### src/rtl/ntt_bfly_sched.sv
// Butterfly scheduler for one in-place NTT/INTT pass: walks stages and butterflies,
// issues (a, b, twiddle) over valid/ready and holds each stage until write-backs drain.
module ntt_bfly_sched #(
  parameter  int LOG_N   = 8,
  parameter  int MAX_OUT = 4,
  localparam int SW      = $clog2(LOG_N) + 1,
  localparam int OW      = $clog2(MAX_OUT + 1)
) (
  input  logic             clk,
  input  logic             rstn,
  input  logic             start,
  input  logic             abort,
  input  logic [7:0]       mode,
  output logic             busy,
  output logic             done,
  output logic             err,
  output logic             iss_vld,
  input  logic             iss_rdy,
  output logic [LOG_N-1:0] iss_addr_a,
  output logic [LOG_N-1:0] iss_addr_b,
  output logic [LOG_N-1:0] iss_tw,
  output logic [SW-1:0]    iss_stage,
  output logic             iss_inv,
  output logic             iss_lst,
  input  logic             cmp_vld
);

  typedef enum logic [1:0] {IDLE, ISSUE, DRAIN, FINISH} state_t;

  state_t           state_q, state_d;
  logic [SW-1:0]    s_q, s_d;
  logic [LOG_N-2:0] i_q, i_d;
  logic [OW-1:0]    o_q, o_d;
  logic             inv_q, inv_d;
  logic             err_q, err_d;

  logic             xfer, last_i, last_s, err_set;
  logic [SW-1:0]    l;
  logic [LOG_N-1:0] i_ext, k, a, b, tw;
  logic             unused_mode;

  assign unused_mode = |mode[7:1];

  assign iss_vld = (state_q == ISSUE) && (o_q < OW'(MAX_OUT));
  assign xfer    = iss_vld && iss_rdy && !abort;
  assign last_i  = &i_q;
  assign last_s  = (s_q == SW'(LOG_N - 1));
  assign err_set = cmp_vld && !xfer && (o_q == '0);

  // l = log2(len); both directions share the twiddle base 1 << (LOG_N-1-l)
  always_comb begin
    l     = inv_q ? s_q : SW'(LOG_N - 1) - s_q;
    i_ext = {1'b0, i_q};
    k     = i_ext >> l;
    a     = ((k << l) << 1) | (i_ext & ((LOG_N'(1) << l) - LOG_N'(1)));
    b     = a | (LOG_N'(1) << l);
    tw    = (LOG_N'(1) << (SW'(LOG_N - 1) - l)) + k;
  end

  assign busy       = (state_q == ISSUE) || (state_q == DRAIN);
  assign done       = (state_q == FINISH);
  assign err        = err_q;
  assign iss_addr_a = busy ? a  : '0;
  assign iss_addr_b = busy ? b  : '0;
  assign iss_tw     = busy ? tw : '0;
  assign iss_stage  = s_q;
  assign iss_inv    = inv_q;
  assign iss_lst    = (state_q == ISSUE) && last_i;

  always_comb begin
    state_d = state_q;
    s_d     = s_q;
    i_d     = i_q;
    o_d     = o_q;
    inv_d   = inv_q;
    err_d   = err_q;
    if (err_set) err_d = 1'b1;
    if (abort) begin
      state_d = IDLE;
      o_d     = '0;
    end else begin
      if (xfer && !cmp_vld)                o_d = o_q + OW'(1);
      else if (!xfer && cmp_vld && !err_set) o_d = o_q - OW'(1);
      case (state_q)
        IDLE: if (start) begin
          inv_d   = mode[0];
          s_d     = '0;
          i_d     = '0;
          err_d   = 1'b0;
          state_d = ISSUE;
        end
        ISSUE: if (xfer) begin
          i_d = i_q + 1'b1;
          if (last_i) begin
            i_d     = '0;
            state_d = DRAIN;
          end
        end
        // the next stage reads what this one writes, so wait for every write-back
        DRAIN: if (o_d == '0) begin
          if (last_s) state_d = FINISH;
          else begin
            s_d     = s_q + SW'(1);
            state_d = ISSUE;
          end
        end
        FINISH:  state_d = IDLE;
        default: state_d = IDLE;
      endcase
    end
  end

  always_ff @(posedge clk or negedge rstn) begin
    if (!rstn) begin
      state_q <= IDLE;
      s_q     <= '0;
      i_q     <= '0;
      o_q     <= '0;
      inv_q   <= 1'b0;
      err_q   <= 1'b0;
    end else begin
      state_q <= state_d;
      s_q     <= s_d;
      i_q     <= i_d;
      o_q     <= o_d;
      inv_q   <= inv_d;
      err_q   <= err_d;
    end
  end

endmodule

### config.mk
export PLATFORM = sky130hd
export DESIGN_NAME = ntt_bfly_sched
export DESIGN_NICKNAME = d
export VERILOG_FILES = /design/src/rtl/ntt_bfly_sched.sv
export SDC_FILE = /design/constraint.sdc
export NUM_CORES = 1
export LEC_CHECK = 0
export BUFFER_PORTS_ARGS = -buffer_cell sky130_fd_sc_hd__buf_2
export CORE_MARGIN = 2
export CORE_UTILIZATION = 45
export CTS_CLUSTER_DIAMETER = 120
export DETAILED_ROUTE_END_ITERATION = 8
export HOLD_SLACK_MARGIN = 0.15
export PLACE_DENSITY_LB_ADDON = 0.12
export RECOVER_POWER = 50
export REMOVE_ABC_BUFFERS = 1
export SYNTH_ARGS = -nofsm -noshare
export SYNTH_HDL_FRONTEND = slang
export SYNTH_SLANG_ARGS = --single-unit
### constraint.sdc
create_clock -name clk -period 7.7 [get_ports clk]
set_input_delay 0 -clock clk [delete_from_list [all_inputs] [get_ports clk]]
set_output_delay 0 -clock clk [all_outputs]
set_load 0.01 [all_outputs]
; After elaboration in Yosys (flattened, before gate mapping)
; Cells that the tools add are included.
[totals]
in_bits = 14
out_inout_bits = 34
reg_bits = 18
[classes]
magnitude_cmp = 1
bitwise = 4
n_shift = 4
n_eq_ne = 12
n_mux = 27
addsub = 8
n_reduce_logical = 23
[ops]
columns = op, count
row1 = 8-bit 2-to-1 mux, 3
row2 = 7-bit 2-to-1 mux, 3
row3 = 4-bit 2-to-1 mux, 4
row4 = 8-bit OR, 2
row5 = 1-bit by 4-bit << shifter with 8-bit output (first input constant), 2
row6 = 7-bit case mux with 2 select lines, 1
row7 = 2-bit 2-to-1 mux, 6
row8 = 3-bit 2-to-1 mux, 4
row9 = 3-bit inequality test (second input constant), 3
row10 = 8-bit adder, 1
row11 = 7-bit by 8-bit bitwise AND with 8-bit output, 1
row12 = 1-bit logical AND, 8
row13 = 2-bit case mux with 4 select lines, 1
row14 = 4-bit case mux with 2 select lines, 1
row15 = 4-bit AND reduction, 2
row16 = 8-bit by 4-bit << shifter with 7-bit output, 1
row17 = 7-bit by 4-bit >> shifter with 8-bit output, 1
row18 = 3-bit by 4-bit subtractor with 4-bit output (first input constant), 2
row19 = 8-bit by 1-bit subtractor with 8-bit output (second input constant), 1
row20 = 7-bit by 1-bit adder with 7-bit output (second input constant), 1
row21 = 7-bit AND reduction, 1
row22 = 3-bit zero test, 2
row23 = 2-bit inequality test (second input constant), 3
row24 = 5-bit AND reduction, 1
row25 = other kinds (16), 24

; Depth between registers and ports, before layout
; Gate-level depths: netlist (run 1).
[logic_depth]
word_depth = 16
depth_mapped = 14

; Least setup slack after synthesis (run 1)
; OpenSTA, ideal clock, no wires.
[synth_path]
path_kind = register to output
from = register s_q[0] (netlist: iss_stage[0])
to = output port iss_tw[7]
t_arrival_ps = 3171
path_stages_with_launch = 14
setup_slack_ps = 4529
n_path_buf = 2
path_cell_list = dfrtp_1 > buf_6 > buf_6 > and3b_1 > o22a_1 > o32a_2 > nor2_1 > ha_1 > a21o_1 > a21oi_1 > o21bai_1 > a2111oi_0 > o311ai_0 > o41ai_1
[synth_between]
elab_chain_len = 6
elab_cells_between_ends = 7
classes_between = add/sub: 3 / shift: 2 / mux: 2
[synth_rtl]
columns = element, line
row1 = "start, declared", 31  ; logic [SW-1:0] s_q, s_d;
row2 = "start signal, assigned", 116  ; s_q <= '0;
row3 = "start signal, assigned", 123  ; s_q <= s_d;
row4 = 3-bit by 4-bit subtractor with 4-bit output, 52  ; l = inv_q ? s_q : SW'(LOG_N - 1) - s_q;
row5 = 4-bit 2-to-1 mux *, 52
row6 = 3-bit by 4-bit subtractor with 4-bit output, 57  ; tw = (LOG_N'(1) << (SW'(LOG_N - 1) - l)) + k;
row7 = 1-bit by 4-bit << shifter with 8-bit output, 57
row8 = 8-bit adder *, 57
row9 = 8-bit 2-to-1 mux *, 65  ; assign iss_tw = busy ? tw : '0;
row10 = "end, declared", 21  ; output logic [LOG_N-1:0] iss_tw,
; Every way passes the cells marked *; elsewhere a longest branch is shown, timed or not.

; Final worst setup path (run 1)
; Same ends and word-level chain as after synthesis.

==> impl.org, run 1 <==
** Outcome
- The run finished with clean final reports.

** Drt
- Via-to-Cell Ratio :: 6.02
- The count of nets left with antenna violations once routing finished came out at 0.
- The highest metal layer carrying signal wires in the routed design is met4.
- Routed met3 length :: 314 um
- Dividing the detail-routed wire length by the instance count gives 15.7 um.
- Metal-1 WL :: 3450 um
- Final Routed Wirelength :: 7140 um
- Starting DRC count in detailed routing :: 268
- Detailed routing inserted a total of 2738 vias.
- The first TritonRoute pass finished after 5 iterations.
- For this run, design rule violations remaining after detail routing come to 0.
- Met2 Routed Length :: 3330 um

** CTS
- The number of gates resized after CTS was 0.
- Clock-pin slew was measured on the worst setup and hold paths at 0.07 ns.
- CTS built an H-tree with a depth of 1.
- CTS saw 18 sinks.
- The tree is rooted in a sky130_fd_sc_hd__clkbuf_8.
- Number of CTS-inserted buffers :: 3
- Clock latency on the worst-skew pair :: 0.25 ns
- TritonCTS built the clock tree.
- Buffer levels on the longest clock path :: 2

** Global route
- The initial antenna violation count is 0.
- Leftover overflow at the end of global routing :: 0
- Entering global routing, the biggest net connects 35 pins.
- The first global-routing pass estimated 11900 um of wire.
- Combined global-route utilization of all metal layers :: 0.228
- The via count of the first global-routing pass is 2388.

** Placement
- Once placement completed, the tool counted placed cells totaling 446.
- Routability congestion estimate :: 0.945
- Placed cell areas :: 2850 um2
- Before CTS, the worst setup slack after placement is 3.79 ns.
- The count of buffers added on input and output ports is 40.
- HPWL reported at the end of detailed placement :: 5290 um

** Floorplan
- The total area inside the core boundary comes to 5850 um2.
- Starting utilization of the core area :: 0.458
- Die area :: 6590 um2
- During I/O placement, the number of pins put on the boundary was 48.
- Measured along the y axis, the die boundary spans 81.2 um.
- Number of cell rows :: 28
- Measured along the x axis, the die boundary spans 81.2 um.

** Timing
- Static timing analysis puts the maximum clock frequency at 0.209 GHz.
- RSZ-0062 raised after global routing :: false
- The total count of max-transition violations in the final report was 0.
- Headroom to the max-slew limit came out at 0.0653.
- The routed design could run at a clock period as short as 4.79 ns.
- Final number of hold-violating endpoints :: 0
- In the finished design, the share of the clock period the worst path needs comes to 0.623.
- Max Clock Skew :: 0.00265 ns
- Setup total negative slack on the finished layout was measured at 0 ns.
- Across all setup checks in the final design, the least slack found is 2.91 ns.
- Setup violations, final :: 0
- For the pin with the worst max-slew slack, the measured transition is 1.40 ns.

** Synthesis
- The share of synthesized area in the top cell type comes to 0.168.
- The mapped netlist covers 2680 um2.
- Of all cell types, the one taking the most synthesized area is sky130_fd_sc_hd__dfrtp_1.
- Biggest area contributors in the synthesized netlist :: sky130_fd_sc_hd__dfrtp_1 17%, sky130_fd_sc_hd__ha_1 7.5%, sky130_fd_sc_hd__nor2_1 4.9%
- The number of different library cells used by synthesis comes to 75.
- Yosys instantiated no cell more often than sky130_fd_sc_hd__nor2_1.
- Seq cells post-synth :: 18
- Syn. warnings :: 0
- Synth Flop Type :: sky130_fd_sc_hd__dfrtp_1
- Mean area per synthesized cell :: 7.59 um2
- FFs w/ async S/R, synth :: 1.00
- Counting instances in the post-synthesis netlist gives the leading cell types as 35 x sky130_fd_sc_hd__nor2_1, 31 x sky130_fd_sc_hd__nand2_1, 18 x sky130_fd_sc_hd__dfrtp_1.
- Number of flops mapped to enable cells by yosys :: 0
- Of the synthesized area, sequential elements account for 0.168.
- In the synthesized netlist, the number of instances is 353.

** Finish
- The repair_antennas step left the layout with diodes totalling 0.
- In the final design database the tool counted 412 nets.
- Summing all flip-flop and latch instances after layout gives 450 um2.
- Count of placed standard cells in the final layout, fillers left out :: 455
- Finished Cell Area :: 2930 um2
- Syn-to-layout area delta :: 9.43%
- Multi-input gate area :: 2010 um2
- Of the cells placed in the final design, the portion with a size suffix greater than 1 is 0.132.
- After filler insertion, the fill cell instance count of the layout stands at 611.
- Once layout is complete, the utilization of the core stands at 0.501.

** Run
- Max-cap check violation count :: 0

** Critical path
- The critical path is of the reg -> out type.
- Data on the critical path arrives at its endpoint at 4.79 ns.
- In this run the critical register-to-register path is launched from state_q[1].
- STA puts the critical path data required time at 7.70 ns.
- Crit path capture type :: output pin
- Tracing the worst setup path back leads to its startpoint at iss_stage[0].
- Category of the worst setup path launch point :: register
- Critical-path maximum fanout :: 29

** Pwr
- Pwr per Cell Area :: 326 nW/um2
- Maximum vdd drop :: 0.173 mV
- Leakage Power :: 1.27 nW

** Min path
- The startpoint identified for the worst hold timing path is start.
- In this run the worst hold path is classified as in -> reg.
## worst max-delay path, stage by stage (launching register included)
cell                        delay, ns
sky130_fd_sc_hd__dfrtp_1         0.32
sky130_fd_sc_hd__clkbuf_1        1.02
sky130_fd_sc_hd__inv_1           0.47
sky130_fd_sc_hd__and3_1          0.28
sky130_fd_sc_hd__o22ai_1         0.31
sky130_fd_sc_hd__a21oi_1         0.17
sky130_fd_sc_hd__o311a_1         0.18
sky130_fd_sc_hd__ha_1            0.34
sky130_fd_sc_hd__a21oi_1         0.23
sky130_fd_sc_hd__o21bai_1        0.12
sky130_fd_sc_hd__a2111oi_0       0.55
sky130_fd_sc_hd__o311ai_0        0.22
sky130_fd_sc_hd__o41ai_1         0.13
sky130_fd_sc_hd__buf_2           0.19
## cells in the final DEF, fill, tap and decap left out, drive strengths merged, types with 4 or more instances in the layout
cell type,instances
nor3,13
nand2b,6
a21boi,4
buf,31
nand3,8
a2111oi,4
and3,10
nor2b,7
o21a,6
o211ai,5
o221ai,5
o21ai,20
dfrtp,18
xnor2,8
a31oi,7
ha,16
nand4,6
a211oi,4
and2,10
inv,17
a22oi,4
o22ai,4
a21oi,13
mux2i,6
nor2,36
dlygate4sd3,5
nor3b,6
clkbuf,16
nand2,31
## stage by stage
step	hold WS (ns)	total power, mW
floorplan	-0.296	0.677
finish	0.236	0.957
global placement	-0.0338	0.871
detailed placement	-0.0342	0.877
CTS	0.226	0.963
global route	0.250	1.05
## power by group
group	switching, mW	internal, mW
logic	0.443	0.284
clock network	0.0314	0.0454
registers	0.0375	0.115
## logic make-up (layout without fill, tap and decap cells)
family          Yosys count  in the layout  synth area share
fa+ha+maj                17             17            0.0822
flops                    18             18             0.168
mux                       8              8            0.0308
xor+xnor                 11             11            0.0486
simple gates            149            149             0.292
buf+inv                  43             70            0.0817
compound gates          107            107             0.297
## repair_timing
| action | 4_1_cts | 5_1_grt |
|---|---|---|
| hold endpoints to repair | 23 | 0 |
| hold buffers | 5 | 0 |
| setup buffers | 0 | 0 |
## worst paths after layout
check	endpoint	slack (ns)	cells after the start
worst max-delay path	iss_tw[7]	2.91	13
worst min-delay path	iss_inv	0.24	4
worst max register to register	state_q[0]	4.90	8
worst min register to register	i_q[0]	0.65	1
max in group asynchronous	i_q[1]	6.63	2
min in group asynchronous	o_q[1]	0.45	2
## layout make-up
cell class / instances / share of cell area
Sequential cell: 18 / 0.154
Timing Repair Buffer: 48 / 0.0854
Multi-Input combinational cell: 292 / 0.687
Tap cell: 75 / 0.0320
Clock buffer: 4 / 0.0188
Inverter: 18 / 0.0230
## sequential cells by signal, summed over array words and instances, names as in the netlist
name / flops
i_q: 7
iss_stage: 4
o_q: 3
state_q: 2
err: 1
iss_inv: 1
## routing by layer
layer,vias to the layer above,GRT usage
li1,1364,-
met1,1295,0.339
met2,73,0.364
met3,6,0.0233
met4,0,0.0288
met5,-,0
Note: power is estimated with default switching activity, not from simulation.
==> run 2, diff against run 1 <==
==> constraint.sdc (replaced) <==
create_clock -name clk -period 4.8 [get_ports clk]
set_input_delay 0 -clock clk [delete_from_list [all_inputs] [get_ports clk]]
set_output_delay 0 -clock clk [all_outputs]
set_load 0.01 [all_outputs]
==> impl.org, run 2 (synthesized netlist as in run 1, its figures left out) <==
** Global route
- The global router's overall resource usage is 0.231 (+0.00272).
- The initial antenna violation count is 0 (unchanged).
- The pin count of the biggest net entering global routing was 35 (unchanged).
- Via count of the first global-routing pass :: 2497 (+4.6%)
- Leftover overflow at the end of global routing :: 0 (unchanged)
- The global-route wire length before repair is 12000 um (+0.86%).

** Timing
- Final number of hold-violating endpoints :: 0 (unchanged)
- Crit path time final :: 4.23 ns
- The number of setup violations in the final report was 0 (unchanged).
- The worst-margin pin slew is 1.13 ns (-0.276 ns).
- Slew Limit Fails :: 0 (unchanged)
- Final worst path period share :: 0.882
- The final worst setup slack was 0.565 ns (-2.34 ns).
- The post-route clock skew was 0.00196 ns (-0.000695 ns).
- Setup repair after global routing left no endpoint under its margin.
- The final hold slack is 0.244 ns (+0.00844 ns).
- Aggregate negative setup slack :: 0 ns (unchanged)
- Static timing analysis puts the maximum clock frequency at 0.236 GHz.
- Slew headroom :: 0.248 (+0.183)

** Min path
- Endpoint, Worst Hold :: iss_inv
- The number of cells on the worst hold path came to 4 (unchanged).
- The startpoint identified for the worst hold timing path is start.
- Worst min-delay path class :: in -> reg

** Outcome
- Result of the run :: finished clean

** Floorplan
- Ports placed on the boundary :: 48 (unchanged)
- The initial cell density of the core is 0.458 (unchanged).
- Core Region :: 5850 um2 (unchanged)
- Number of cell rows :: 28 (unchanged)
- Die area :: 6590 um2 (unchanged)
- The die width is 81.2 um (unchanged).
- The die height is 81.2 um (unchanged).

** Run
- Max-cap check violation count :: 0 (unchanged)

** CTS
- The count of instances resized after the clock tree is built came to 0 (unchanged).
- The number of buffers created by CTS is 3 (unchanged).
- CTS tree :: yes
- Deepest level of the CTS H-tree :: 1 (unchanged)
- The tree is rooted in a sky130_fd_sc_hd__clkbuf_8.
- The clock-pin slew of the registers on the worst-case setup and hold paths was 0.07 ns (about the same).
- Sinks on Clock Net :: 18 (unchanged)
- Clock latency on the worst-skew pair :: 0.25 ns (about the same)
- The maximum clock insertion buffer count is 2 (unchanged).

** Finish
- The core occupancy in the finished layout was 0.504 (+0.00342).
- Count of placed standard cells in the final layout, fillers left out :: 459 (+0.88%)
- Relative to the synthesized area, the layout overhead comes to 10.2%.
- The footprint of the multi-input gates was 2000 um2 (-0.56%).
- Largest register by flop count :: i_q
- Commonest non-fill, non-tap cells in the layout :: 35 x sky130_fd_sc_hd__nor2_1, 32 x sky130_fd_sc_hd__buf_2, 31 x sky130_fd_sc_hd__nand2_1, 18 x sky130_fd_sc_hd__dfrtp_1, 17 x sky130_fd_sc_hd__inv_1
- Number of fill cells in the layout :: 623 (+2.0%)
- Register area :: 450 um2 (unchanged)
- Fraction of layout cells with a size suffix above 1 :: 0.141 (+0.00905)
- The number of flip-flops in the largest register was 7 (unchanged).
- Antenna diode instance count :: 0 (unchanged)
- Most common cell after layout, fill and taps aside :: sky130_fd_sc_hd__nor2_1
- Net count of the finished layout :: 416 (+0.97%)

** Critical path
- Critical Path RT :: 4.80 ns (-2.90 ns)
- STA classifies the critical path startpoint as a register.
- The combined buffer and inverter count along the critical path was 1 (-2).
- Critical Path, Cell by Cell :: nand2_1 > o221ai_1 > a2111oi_2 > or2_1 > ha_1 > a21o_1 > a21oi_1 > o21bai_1 > a2111oi_0 > o311ai_0 > o41ai_1 > buf_2
- Reg-to-reg endpoint :: state_q[0]
- On the critical path, the stage with the largest delay is an instance of sky130_fd_sc_hd__dfrtp_1.
- Crit Path Category :: reg -> out
- Worst path top cell family by delay :: compound AO/OA/AOI/OAI gates
- Cells on worst reg2reg path :: 8 (unchanged)
- The maximum fanout along the worst path was 34 (+17%).
- Arrival time worst endpoint :: 4.23 ns (-0.56 ns)
- The worst setup path is captured at an output pin.
- The largest incremental delay on the critical path came to 1.03 ns (about the same).
- Slack of the worst reg-to-reg path :: 1.77 ns (-3.13 ns)
- Reg-to-Reg Start :: state_q[1]

** Drt
- The routed wirelength normalized by instance count came to 15.4 um (-1.8%).
- DR pass1 iterations :: 4 (-1)
- Starting DRC count in detailed routing :: 206 (-23%)
- Via Count :: 2805 (+2.4%)
- Number of nets with antenna violations after detailed routing :: 0 (unchanged)
- The DRC violation count after routing was 0 (unchanged).
- Final Routed Wirelength :: 7080 um (-0.90%)
- Via-to-Cell Ratio :: 6.11 (+1.6%)

** Pwr
- Leakage Power :: 1.29 nW (+1.8%)
- Maximum vdd drop :: 0.320 mV (+85%)
- Pwr per Cell Area :: 519 nW/um2 (+59%)

** Placement
- Routability congestion estimate :: 0.919 (-2.8%)
- Dpl cells :: 450 (+0.90%)
- The half-perimeter wire length of the detailed placement result came to 5320 um (+0.68%).
- Worst-case setup slack after placement :: 0.973 ns (-2.82 ns)
- The number of input and output port buffers inserted is 40 (unchanged).
## run 2: cell types whose count changed in the layout (fill, tap and decap cells not counted)
cell and change:
sky130_fd_sc_hd__a21oi_1 +1, sky130_fd_sc_hd__buf_4 +4, sky130_fd_sc_hd__clkbuf_1 -1, sky130_fd_sc_hd__a21oi_4 -1, sky130_fd_sc_hd__buf_2 +1
## run 2: report_power, final
part	internal [mW]	switching, mW
Sequential	0.185	0.0971
Combinational	0.457	0.671
Clock	0.0729	0.0499
Total	0.715	0.818
## run 2: through the flow
stage | instance area, um2 | power, mW
4_1_cts | 2980 | 1.55
5_1_grt | 2950 | 1.68
2_1_floorplan | 2530 | 1.09
6_report | 2950 | 1.53
3_5_place_dp | 2880 | 1.41
3_3_place_gp | 2880 | 1.41
## run 2: area by class of cell
class	instances	share of cell area
Multi-Input combinational cell	292	0.679
Timing Repair Buffer	52	0.0954
Inverter	18	0.0229
Sequential cell	18	0.153
Tap cell	75	0.0318
Clock buffer	4	0.0187
## run 2: how the worst max path moves through the flow
stage / slack (ns) / from / cells after the start / endpoint
after floorplan: 1.31 / iss_inv / 11 / iss_tw[7]
after global placement: 0.98 / iss_stage[1] / 12 / iss_tw[7]
after detailed placement: 0.97 / iss_stage[1] / 12 / iss_tw[7]
after CTS: 0.66 / iss_stage[1] / 12 / iss_tw[7]
after global routing: 0.14 / iss_stage[1] / 12 / iss_tw[7]
final: 0.57 / iss_stage[1] / 12 / iss_tw[7]
## run 2: metal layers
metal / global-route usage / wire length (um) / vias to the layer above / share of wire
li1: - / - / 1369 / -
met1: 0.335 / 3460 / 1344 / 0.49
met2: 0.369 / 3190 / 81 / 0.45
met3: 0.0278 / 351 / 11 / 0.050
met4: 0.0424 / 81 / 0 / 0.011
met5: 0 / 0 / - / 0
## run 2: tightest hold or removal path, cell delays in order
cell and delay, ns:
sky130_fd_sc_hd__buf_2 0.11, sky130_fd_sc_hd__nand2_1 0.08, sky130_fd_sc_hd__nor2_1 0.06, sky130_fd_sc_hd__mux2_2 0.21
## run 2: what timing repair did
action	CTS	global route
setup buffers	0	0
hold buffers	5	0
hold endpoints to repair	23	0
==> run 3, diff against run 2 <==
--- a/config.mk
+++ b/config.mk
@@ -6,6 +6,7 @@
 export NUM_CORES = 1
 export LEC_CHECK = 0
 export BUFFER_PORTS_ARGS = -buffer_cell sky130_fd_sc_hd__buf_2
+export CORE_ASPECT_RATIO = 0.8
 export CORE_MARGIN = 2
 export CORE_UTILIZATION = 45
 export CTS_CLUSTER_DIAMETER = 120
==> impl.org, run 3 (synthesized netlist as in run 1, its figures left out) <==
** Pwr
- Switching fraction of total power :: 0.541 (+0.00757)
- Total net switching power :: 0.832 mW (+1.7%)
- The proportion of power drawn by combinational gates is 0.743 (+0.007).
- The clock power share came to 0.080 (about the same).
- Fraction of power consumed by sequential logic :: 0.177 (-0.007)
- Pwr per Cell Area :: 520 nW/um2 (+0.24%)
- The largest voltage drop on the vdd net is 0.263 mV (-18%).
- The leakage power is 1.29 nW (-0.25%).
- Internal power :: 0.705 mW (-1.3%)

** Global route
- First-pass GRT wire length :: 11900 um (-0.97%)
- Pin count of the biggest net entering global routing :: 26 (-26%)
- Met3 track utilization from global routing :: 0.0403 (+0.0125)
- The global router's overall resource usage was 0.222 (-0.00856).
- Busiest layer in global routing :: met1
- Leftover overflow at the end of global routing :: 0 (unchanged)
- The via count of the first global-routing pass is 2263 (-9.4%).
- The initial antenna violation count came to 0 (unchanged).
- Met2 routing resource usage after global routing :: 0.294 (-0.0754)
- Met1 Usage GRT :: 0.373 (+0.0386)

** Min path
- Worst min-delay path class :: in -> reg

** Timing
- Peak Freq :: 0.242 GHz (+2.5%)
- Final number of hold-violating endpoints :: 0 (unchanged)
- Max Clock Skew :: 0.00342 ns (+0.00146 ns)
- The number of setup violations in the final report was 0 (unchanged).
- The share of the clock period used by the worst path after layout was 0.861 (-0.0214).
- The worst-margin pin slew is 1.19 ns (+0.0652 ns).
- Slew headroom :: 0.204 (-0.0435)
- Slew Limit Fails :: 0 (unchanged)
- Setup repair after global routing left no endpoint under its margin.
- Crit path time final :: 4.13 ns (-0.103 ns)
- The summed negative setup slack over all endpoints is 0 ns (unchanged).

** CTS
- The CTS sink count came to 18 (unchanged).
- The number of buffers created by CTS came to 3 (unchanged).
- Deepest level of the CTS H-tree :: 1 (unchanged)
- Clock root buffer master :: sky130_fd_sc_hd__clkbuf_8
- The clock-pin slew of the registers on the worst-case setup and hold paths was 0.07 ns (about the same).
- The insertion delay of the later-clocked pin in the worst-skew pair was 0.25 ns (about the same).
- The maximum clock insertion buffer count came to 2 (unchanged).
- Post-CTS repair timing setup buffer count :: 0 (unchanged)
- TritonCTS built the clock tree.

** Placement
- HPWL reported at the end of detailed placement :: 5630 um (+5.8%)
- The final weighted congestion in routability-driven placement came to 0.936 (+1.8%).
- Port Buffer Count :: 40 (unchanged)
- The cell count after placement is 455 (+1.1%).

** Floorplan
- The count of pins on the block boundary came to 48 (unchanged).
- Die area :: 6590 um2 (about the same)
- Starting utilization of the core area :: 0.460 (+0.00256)
- The placeable core region came to 5820 um2 (-0.56%).
- Width of the die :: 90.3 um (+11%)
- The number of placement rows was 25 (-11%).
- The die height was 73.0 um (-10%).

** Drt
- Starting DRC count in detailed routing :: 181 (-12%)
- The count of antenna-violating nets left after detailed routing came to 0 (unchanged).
- The sum of routed wire length over all layers came to 7380 um (+4.3%).
- The routed wirelength normalized by instance count was 15.9 um (+3.2%).
- The DRC violation count after routing was 0 (unchanged).
- The routed via count divided by cell count was 5.91 (-3.3%).
- The total vias in the final route came to 2742 (-2.2%).
- DR pass1 iterations :: 5 (+1)

** Finish
- The final layout net count came to 415 (-0.24%).
- The register area came to 450 um2 (unchanged).
- Antenna diode instance count :: 0 (unchanged)
- The layout filler cell count was 604 (-3.0%).
- The filler-free cell count of the finished design came to 464 (+1.1%).
- The footprint of the multi-input gates was 2000 um2 (unchanged).
- The number of flip-flops in the largest register is 7 (unchanged).
- Largest register by flop count :: i_q
- The top cell types in the final layout, fill and taps aside, are 35 x sky130_fd_sc_hd__nor2_1, 31 x sky130_fd_sc_hd__nand2_1, 31 x sky130_fd_sc_hd__buf_2, 18 x sky130_fd_sc_hd__dfrtp_1, 17 x sky130_fd_sc_hd__inv_1.
- Most common cell after layout, fill and taps aside :: sky130_fd_sc_hd__nor2_1
- Fraction of layout cells with a size suffix above 1 :: 0.138 (-0.00224)
- The area growth from synthesis to final layout is 10.3% (about the same).

** Critical path
- The critical path is of the reg -> out type.
- The data arrival at the endpoint of the critical path was 4.13 ns (-0.10 ns).
- Critical Path RT :: 4.80 ns (about the same)
- The maximum fanout along the worst path is 19 (-44%).
- The worst setup path is captured at an output pin.
- The worst setup path is launched from a register.

** Run
- The number of max-capacitance violations reported is 0 (unchanged).

** Outcome
- The run finished with clean final reports.
[run 3: timing repair]
action | CTS | global route
hold endpoints to repair | 23 | 0
hold buffers | 5 | 0
gates resized for setup | 0 | 0
[run 3: path summary, 6_finish.rpt]
kind / cells after the start / startpoint / slack (ns) / end
setup / recovery: 13 / iss_stage[0] / 0.67 / iss_tw[7]
setup reg to reg: 8 / state_q[1] / 1.75 / state_q[0]
max in group asynchronous: 2 / rstn / 3.75 / state_q[0]
hold reg to reg: 2 / err / 0.53 / err
hold / removal: 4 / iss_rdy / 0.30 / err
min in group asynchronous: 2 / rstn / 0.43 / i_q[0]
[run 3: per-stage QoR]
stage	hold slack (ns)	setup slack, ns	instance area, um2	util	total power [mW]
global route	0.301	0.330	2950	0.508	1.68
floorplan	-0.296	1.31	2530	-	1.09
CTS	0.220	0.673	2980	0.513	1.55
global placement	-0.0370	0.974	2880	0.495	1.41
finish	0.302	0.668	2950	0.508	1.54
detailed placement	-0.0384	0.959	2880	0.495	1.41
[run 3: metal layers]
metal	vias to the layer above	part of all wire	wire (um)
met3	6	0.072	531
met2	107	0.39	2860
li1	1367	-	-
met1	1262	0.54	3960
met4	0	0.0043	32
met5	-	0	0
[run 3: power groups by stage]
stage          Clock (mW)  Combinational [mW]  Sequential (mW)
2_1_floorplan           0               0.805            0.281
3_3_place_gp            0                1.14            0.272
3_5_place_dp            0                1.14            0.273
4_1_cts             0.128                1.15            0.270
5_1_grt             0.135                1.26            0.281
6_report            0.123                1.14            0.272
[run 3: cell type report]
cell class | count | area share
Clock buffer | 4 | 0.0186
Inverter | 18 | 0.0229
Multi-Input combinational cell | 292 | 0.678
Sequential cell | 18 | 0.152
Tap cell | 81 | 0.0343
Timing Repair Buffer | 51 | 0.0936
[run 3: critical path, stage by stage, from the launching register on]
cell and delay, ns:
sky130_fd_sc_hd__dfrtp_1 0.88, sky130_fd_sc_hd__clkbuf_1 0.42, sky130_fd_sc_hd__nor3_1 0.11, sky130_fd_sc_hd__o22a_1 0.24
sky130_fd_sc_hd__a2111oi_2 0.49, sky130_fd_sc_hd__or2_1 0.32, sky130_fd_sc_hd__ha_1 0.22, sky130_fd_sc_hd__a21o_1 0.14
sky130_fd_sc_hd__a21oi_1 0.09, sky130_fd_sc_hd__o21bai_1 0.18, sky130_fd_sc_hd__a2111oi_0 0.14, sky130_fd_sc_hd__o311ai_0 0.37
sky130_fd_sc_hd__o41ai_1 0.13, sky130_fd_sc_hd__buf_2 0.16
